`config.mk`:
```
export PLATFORM = sky130hd
export DESIGN_NAME = bounded_integrator_flat
export DESIGN_NICKNAME = d
export VERILOG_FILES = /design/src/rtl/bounded_integrator_if.sv /design/src/rtl/bounded_integrator.sv /design/src/flat_wrapper.sv
export SDC_FILE = /design/constraint.sdc
export NUM_CORES = 1
export LEC_CHECK = 0
export ABC_AREA = 1
export ABC_CLOCK_PERIOD_IN_PS = 7000
export CAP_MARGIN = 20
export CORE_ASPECT_RATIO = 0.7
export CORE_MARGIN = 3
export CORE_UTILIZATION = 45
export CTS_BUF_LIST = sky130_fd_sc_hd__clkbuf_16
export CTS_CLUSTER_SIZE = 24
export DETAILED_ROUTE_END_ITERATION = 6
export PLACE_DENSITY = 0.62
export SETUP_SLACK_MARGIN = 0.1
export SLEW_MARGIN = 40
export SYNTH_ARGS = -nofsm -noshare
export SYNTH_HDL_FRONTEND = slang
export SYNTH_SLANG_ARGS = --single-unit
```
`constraint.sdc`:
```
create_clock -name clk -period 7 [get_ports clk]
set_clock_uncertainty 0.05 [all_clocks]
set_input_delay 1.4 -clock clk [delete_from_list [all_inputs] [get_ports clk]]
set_output_delay 1.4 -clock clk [all_outputs]
set_load 0.02 [all_outputs]
```
`src/rtl/bounded_integrator_if.sv`:
```
// Stream bus for the bounded integrator.
// Carries the input sample beat and the windowed-sum output beat.
interface bounded_integrator_if #(
  parameter int WIDTH = 8,
  parameter int G     = 3
);
  logic [WIDTH-1:0]   i_tdata;
  logic               i_tvalid;
  logic               i_tready;
  logic [WIDTH+G-1:0] o_tdata;
  logic               o_tvalid;
  logic               o_tready;

  modport slave (
    input  i_tdata,
    input  i_tvalid,
    output i_tready,
    output o_tdata,
    output o_tvalid,
    input  o_tready
  );

  modport master (
    output i_tdata,
    output i_tvalid,
    input  i_tready,
    input  o_tdata,
    input  o_tvalid,
    output o_tready
  );
endinterface

```
`src/rtl/bounded_integrator.sv`:
```
// Sliding-window sum of the last SIZE signed samples.
// Circular history plus a running accumulator that doubles as the output register.
module bounded_integrator #(
  parameter int WIDTH                = 8,
  parameter int SIZE                 = 6,
  parameter int LogTow_SIZE_PlusOne  = 3
) (
  input logic                  clk,
  input logic                  reset,
  input logic                  clear,
  bounded_integrator_if.slave  bus
);
  localparam int G  = LogTow_SIZE_PlusOne;
  localparam int OW = WIDTH + G;
  localparam int PW = (SIZE > 1) ? $clog2(SIZE) : 1;

  logic [WIDTH-1:0] r_hist [SIZE];
  logic [PW-1:0]    r_ptr;
  logic [OW-1:0]    r_acc;
  logic             r_valid;

  logic             w_accept;
  logic [PW-1:0]    w_ptr_nxt;
  logic [WIDTH-1:0] w_old;
  logic [OW-1:0]    w_new_ext;
  logic [OW-1:0]    w_old_ext;
  logic [OW-1:0]    w_sum;

  assign bus.i_tready = bus.o_tready | ~r_valid;
  assign bus.o_tvalid = r_valid;
  assign bus.o_tdata  = r_acc;

  assign w_accept = bus.i_tvalid & bus.i_tready;

  assign w_ptr_nxt = (r_ptr == PW'(SIZE - 1)) ? '0 : r_ptr + 1'b1;

  // Slot under the pointer holds the oldest sample, about to be evicted.
  assign w_old     = r_hist[r_ptr];
  assign w_new_ext = {{G{bus.i_tdata[WIDTH-1]}}, bus.i_tdata};
  assign w_old_ext = {{G{w_old[WIDTH-1]}}, w_old};
  assign w_sum     = r_acc + w_new_ext - w_old_ext;

  always_ff @(posedge clk) begin
    if (reset || clear) begin
      r_acc   <= '0;
      r_valid <= 1'b0;
      r_ptr   <= '0;
      for (int i = 0; i < SIZE; i++) begin
        r_hist[i] <= '0;
      end
    end else if (w_accept) begin
      r_hist[r_ptr] <= bus.i_tdata;
      r_ptr         <= w_ptr_nxt;
      r_acc         <= w_sum;
      r_valid       <= 1'b1;
    end else if (bus.o_tready) begin
      r_valid <= 1'b0;
    end
  end
endmodule

```
`src/flat_wrapper.sv`:
```
// flat-port wrapper written by rule: the top's interface ports become plain ports
module bounded_integrator_flat 
#(
  parameter int WIDTH                = 8,
  parameter int SIZE                 = 6,
  parameter int LogTow_SIZE_PlusOne  = 3
)
  (clk, reset, clear, bus_i_tdata, bus_i_tvalid, bus_i_tready, bus_o_tdata, bus_o_tvalid, bus_o_tready);
  bounded_integrator_if #(.WIDTH(WIDTH), .G((3))) bus_i ();
  input logic clk;
  input logic reset;
  input logic clear;
  input wire logic [$bits(bus_i.i_tdata)-1:0] bus_i_tdata;
  input wire logic [$bits(bus_i.i_tvalid)-1:0] bus_i_tvalid;
  output wire logic [$bits(bus_i.i_tready)-1:0] bus_i_tready;
  output wire logic [$bits(bus_i.o_tdata)-1:0] bus_o_tdata;
  output wire logic [$bits(bus_i.o_tvalid)-1:0] bus_o_tvalid;
  input wire logic [$bits(bus_i.o_tready)-1:0] bus_o_tready;
  assign bus_i.i_tdata = bus_i_tdata;
  assign bus_i.i_tvalid = bus_i_tvalid;
  assign bus_i_tready = bus_i.i_tready;
  assign bus_o_tdata = bus_i.o_tdata;
  assign bus_o_tvalid = bus_i.o_tvalid;
  assign bus_i.o_tready = bus_o_tready;
  bounded_integrator #(.WIDTH(WIDTH), .SIZE(SIZE), .LogTow_SIZE_PlusOne(LogTow_SIZE_PlusOne)) u_core (.clk(clk), .reset(reset), .clear(clear), .bus(bus_i));
endmodule
```
==> results.md <==
* Status: completed
* Flop and latch count out of synthesis at 82
* Share of synthesized area occupied by flip-flops and latches at a little over half
* Standby leakage power at 0.00211 uW
* Pin count of the biggest net entering global routing at 34
* Clock sinks at 82
* Pwr Density at 260 nW/um2
* DR pass1 iterations at 5
* Final setup violation count at 0
* Number of enable flip-flop cells after synthesis at 64
* Post-synth ARST share at 0%
* Kind of start point of the critical path: input pin
* Grt met2 use at 28.5%
* Routed wire length at 9940 um
* Grt met3 use at 4.66%
* Port bufs at 25
* Width of the die at 124 um
* H-tree levels at 3
* Kind of critical path: input pin to primary output
* Post-route ant nets at 0
* Layout area overhead at 14.8%
* Highest-utilization routing layer at the global route stage: met1
* Global-route wire length before repair at about 16000 um
* TritonCTS clock tree: yes
* Post-cts sizing count at 0
* Wire length per cell after detailed routing at 15.7 um
* Path class of the lowest-slack min-delay path: flop to flop
* Area of the core at 9250 um2
* Data required time at the worst endpoint at 5.55 ns
* Slew at the pin closest to its max-slew limit at 0.827 ns
* Number of core rows at 29
* Largest cells by area after synthesis: sky130_fd_sc_hd__edfxtp_1 44%, sky130_fd_sc_hd__nor2_1 8.3%, sky130_fd_sc_hd__dfxtp_1 8.2%
* CTS root buf: sky130_fd_sc_hd__clkbuf_16
* Fraction of final layout cells with drive strength greater than 1 at 9.82%
* Post-synth cell types at 32
* Unrepaired setup endpoints after global routing: no
* Bufs on Longest Clock Path at 2
* Period Utilization, post-route at 57.8%
* Syn nets at about 510
* Number of top-level pins at 26
* Max-capacitance violation count at 0
* Area share of the leading cell type in the synthesized netlist at a little over two fifths
* Most repeated cell in the gate-level netlist after synthesis: sky130_fd_sc_hd__nor2_1
* Number of synthesis warnings at 0
* Combined area of all synthesized cells at roughly 4400 um2
* Hold Buf Count CTS at 0
* Full die area at roughly 11000 um2
* Cells after Synth at 478
* Num CTS Buffers at 9
* Setup bufs post-CTS at 0
* Via count of the first global-routing pass at 3084
* Via count at 3201
* Worst slew margin at 44.3%
* Highest clock rate at 247 MHz
* Clock-pin slew on the worst setup and hold paths at 0.06 ns
* Global Route Usage Sum at 20.1%
* Minimum period implied by the final worst setup slack at 4.05 ns
* Number of antenna diodes at 0
* Peak fanout along the critical path at 3
* Number of DRC markers in iteration 0 at between 200 and 250
* Post-synthesis average cell area at slightly above 9 um2
* Overall power of the completed layout at ~1300 uW
* Min Hold Slack at 0.424 ns
* Total grt overflow at 0
* DRC at 0
* Predominant post-synthesis flop cell: sky130_fd_sc_hd__edfxtp_1
* Synth top cells by count: 97 x sky130_fd_sc_hd__nor2_1, 90 x sky130_fd_sc_hd__nand2_1, 64 x sky130_fd_sc_hd__edfxtp_1
* Max-slew violations at 0
* Cell taking the most area after synthesis: sky130_fd_sc_hd__edfxtp_1
* Arrival time worst endpoint at 2.60 ns
* Worst skew pair latency at 0.34 ns
* Final weighted congestion in routability-driven placement at 0.866
* HPWL after DPL at 7410 um
* Final-report hold violation count at 0
* Post-Route Setup TNS at 0 ns
* Endpoint kind of the worst setup timing path: primary output
* Initial Utilization at a little under half
* Final net count at 540
* Post-Route Utilization at 54.3%
* Worst supply voltage drop on vdd at 0.124 mV
* Height of the die at 88.5 um
* Number of vias per cell after detailed routing at between 5 and 6
* Met1 layer usage reported by global route at 30.6%
* Antenna violations before repair at 0
power by group:
| part | internal (uW) | switching [uW] | leakage [uW] | total, uW |
|---|---|---|---|---|
| sequential | 545 | 10.1 | 0.000840 | 555 |
| clock | 272 | 184 | 0.000145 | 456 |
| combinational | 107 | 190 | 0.00112 | 296 |
| total | 924 | 383 | 0.00211 | 1310 |
logic make-up (layout without fill, tap and decap cells):
logic type	after synthesis	in the layout	synth area share, %
AOI/OAI and AO/OA	65	65	7.91
adders and majority gates	22	22	8.00
DFF	82	82	52.1
buffers and inverters	85	116	8.17
xor gates and xnor gates	1	1	0.200
and+or+nand+nor	223	223	23.6
critical path, stage by stage:
cell and delay [ns]:
sky130_fd_sc_hd__clkdlybuf4s50_1 0.45, sky130_fd_sc_hd__inv_1 0.04, sky130_fd_sc_hd__nand2_1 0.10, sky130_fd_sc_hd__clkdlybuf4s50_1 0.61
state kept, by name, summed over array words and instances, names as in the netlist, named ones only:
signal,flops
u_core.bus.o_tvalid,1
u_core.r_ptr,3
u_core.bus.o_tdata,11
u_core.r_hist,64
metrics by stage:
step	area, um2	cells	setup WS (ns)
2_1_floorplan	4380	478	3.83
3_3_place_gp	4730	618	2.95
3_5_place_dp	4740	618	2.94
4_1_cts	5020	633	2.94
5_1_grt	5030	633	2.89
6_report	5030	633	2.95
routing by layer:
layer	wire length, um	up-vias
met5	0	-
met4	90	0
met3	540	10
met2	4160	67
met1	5150	1529
li1	-	1595
final timing paths:
check / from / slack (ns) / to / cells after the start
worst max-delay path: bus_o_tready / 2.95 / bus_i_tready / 4
worst min register to register: u_core.bus.o_tdata[6] / 0.42 / u_core.bus.o_tdata[6] / 2
worst min-delay path: u_core.bus.o_tdata[6] / 0.42 / u_core.bus.o_tdata[6] / 2
worst max register to register: flop / 3.26 / u_core.bus.o_tdata[10] / 15
final cells by class:
class	count	area (um2)
repair buffers	27	265
inverters	74	283
clock inverters	6	58.8
multi-input cells	311	1760
fillers	867	4230
clock buffers	9	225
flip-flops and latches	82	2280
well taps	124	155
cell usage in the layout, fill, tap and decap left out:
master / synthesis / routed
sky130_fd_sc_hd__inv_2: 8 / 9
sky130_fd_sc_hd__inv_1: 62 / 61
sky130_fd_sc_hd__buf_4: 1 / 2
sky130_fd_sc_hd__nand3_1: 13 / 13
sky130_fd_sc_hd__nand2_2: 1 / 1
sky130_fd_sc_hd__nor2_8: 2 / 2
sky130_fd_sc_hd__a21oi_2: 1 / 1
sky130_fd_sc_hd__inv_4: 2 / 2
sky130_fd_sc_hd__clkbuf_16: 0 / 9
sky130_fd_sc_hd__o31ai_4: 0 / 1
sky130_fd_sc_hd__nand3_4: 3 / 3
sky130_fd_sc_hd__nor2_1: 97 / 95
sky130_fd_sc_hd__nand2_1: 90 / 90
sky130_fd_sc_hd__nand4_2: 2 / 2
sky130_fd_sc_hd__o21ai_0: 35 / 35
sky130_fd_sc_hd__clkinv_4: 0 / 1
sky130_fd_sc_hd__dfxtp_1: 18 / 18
sky130_fd_sc_hd__ha_1: 12 / 12
sky130_fd_sc_hd__edfxtp_1: 64 / 64
sky130_fd_sc_hd__clkinv_2: 0 / 4
sky130_fd_sc_hd__clkinv_1: 2 / 2
sky130_fd_sc_hd__fa_1: 10 / 10
sky130_fd_sc_hd__nor2_2: 1 / 3
sky130_fd_sc_hd__a31oi_1: 7 / 7
sky130_fd_sc_hd__o22ai_1: 5 / 5
sky130_fd_sc_hd__xnor2_1: 1 / 1
sky130_fd_sc_hd__a21oi_1: 12 / 12
sky130_fd_sc_hd__bufinv_16: 0 / 1
sky130_fd_sc_hd__nor2_4: 9 / 9
sky130_fd_sc_hd__nand4_1: 2 / 2
sky130_fd_sc_hd__clkdlybuf4s50_1: 0 / 25
sky130_fd_sc_hd__o21ai_1: 4 / 4
sky130_fd_sc_hd__nand3b_1: 3 / 3
(Power assumes the default switching activity.)
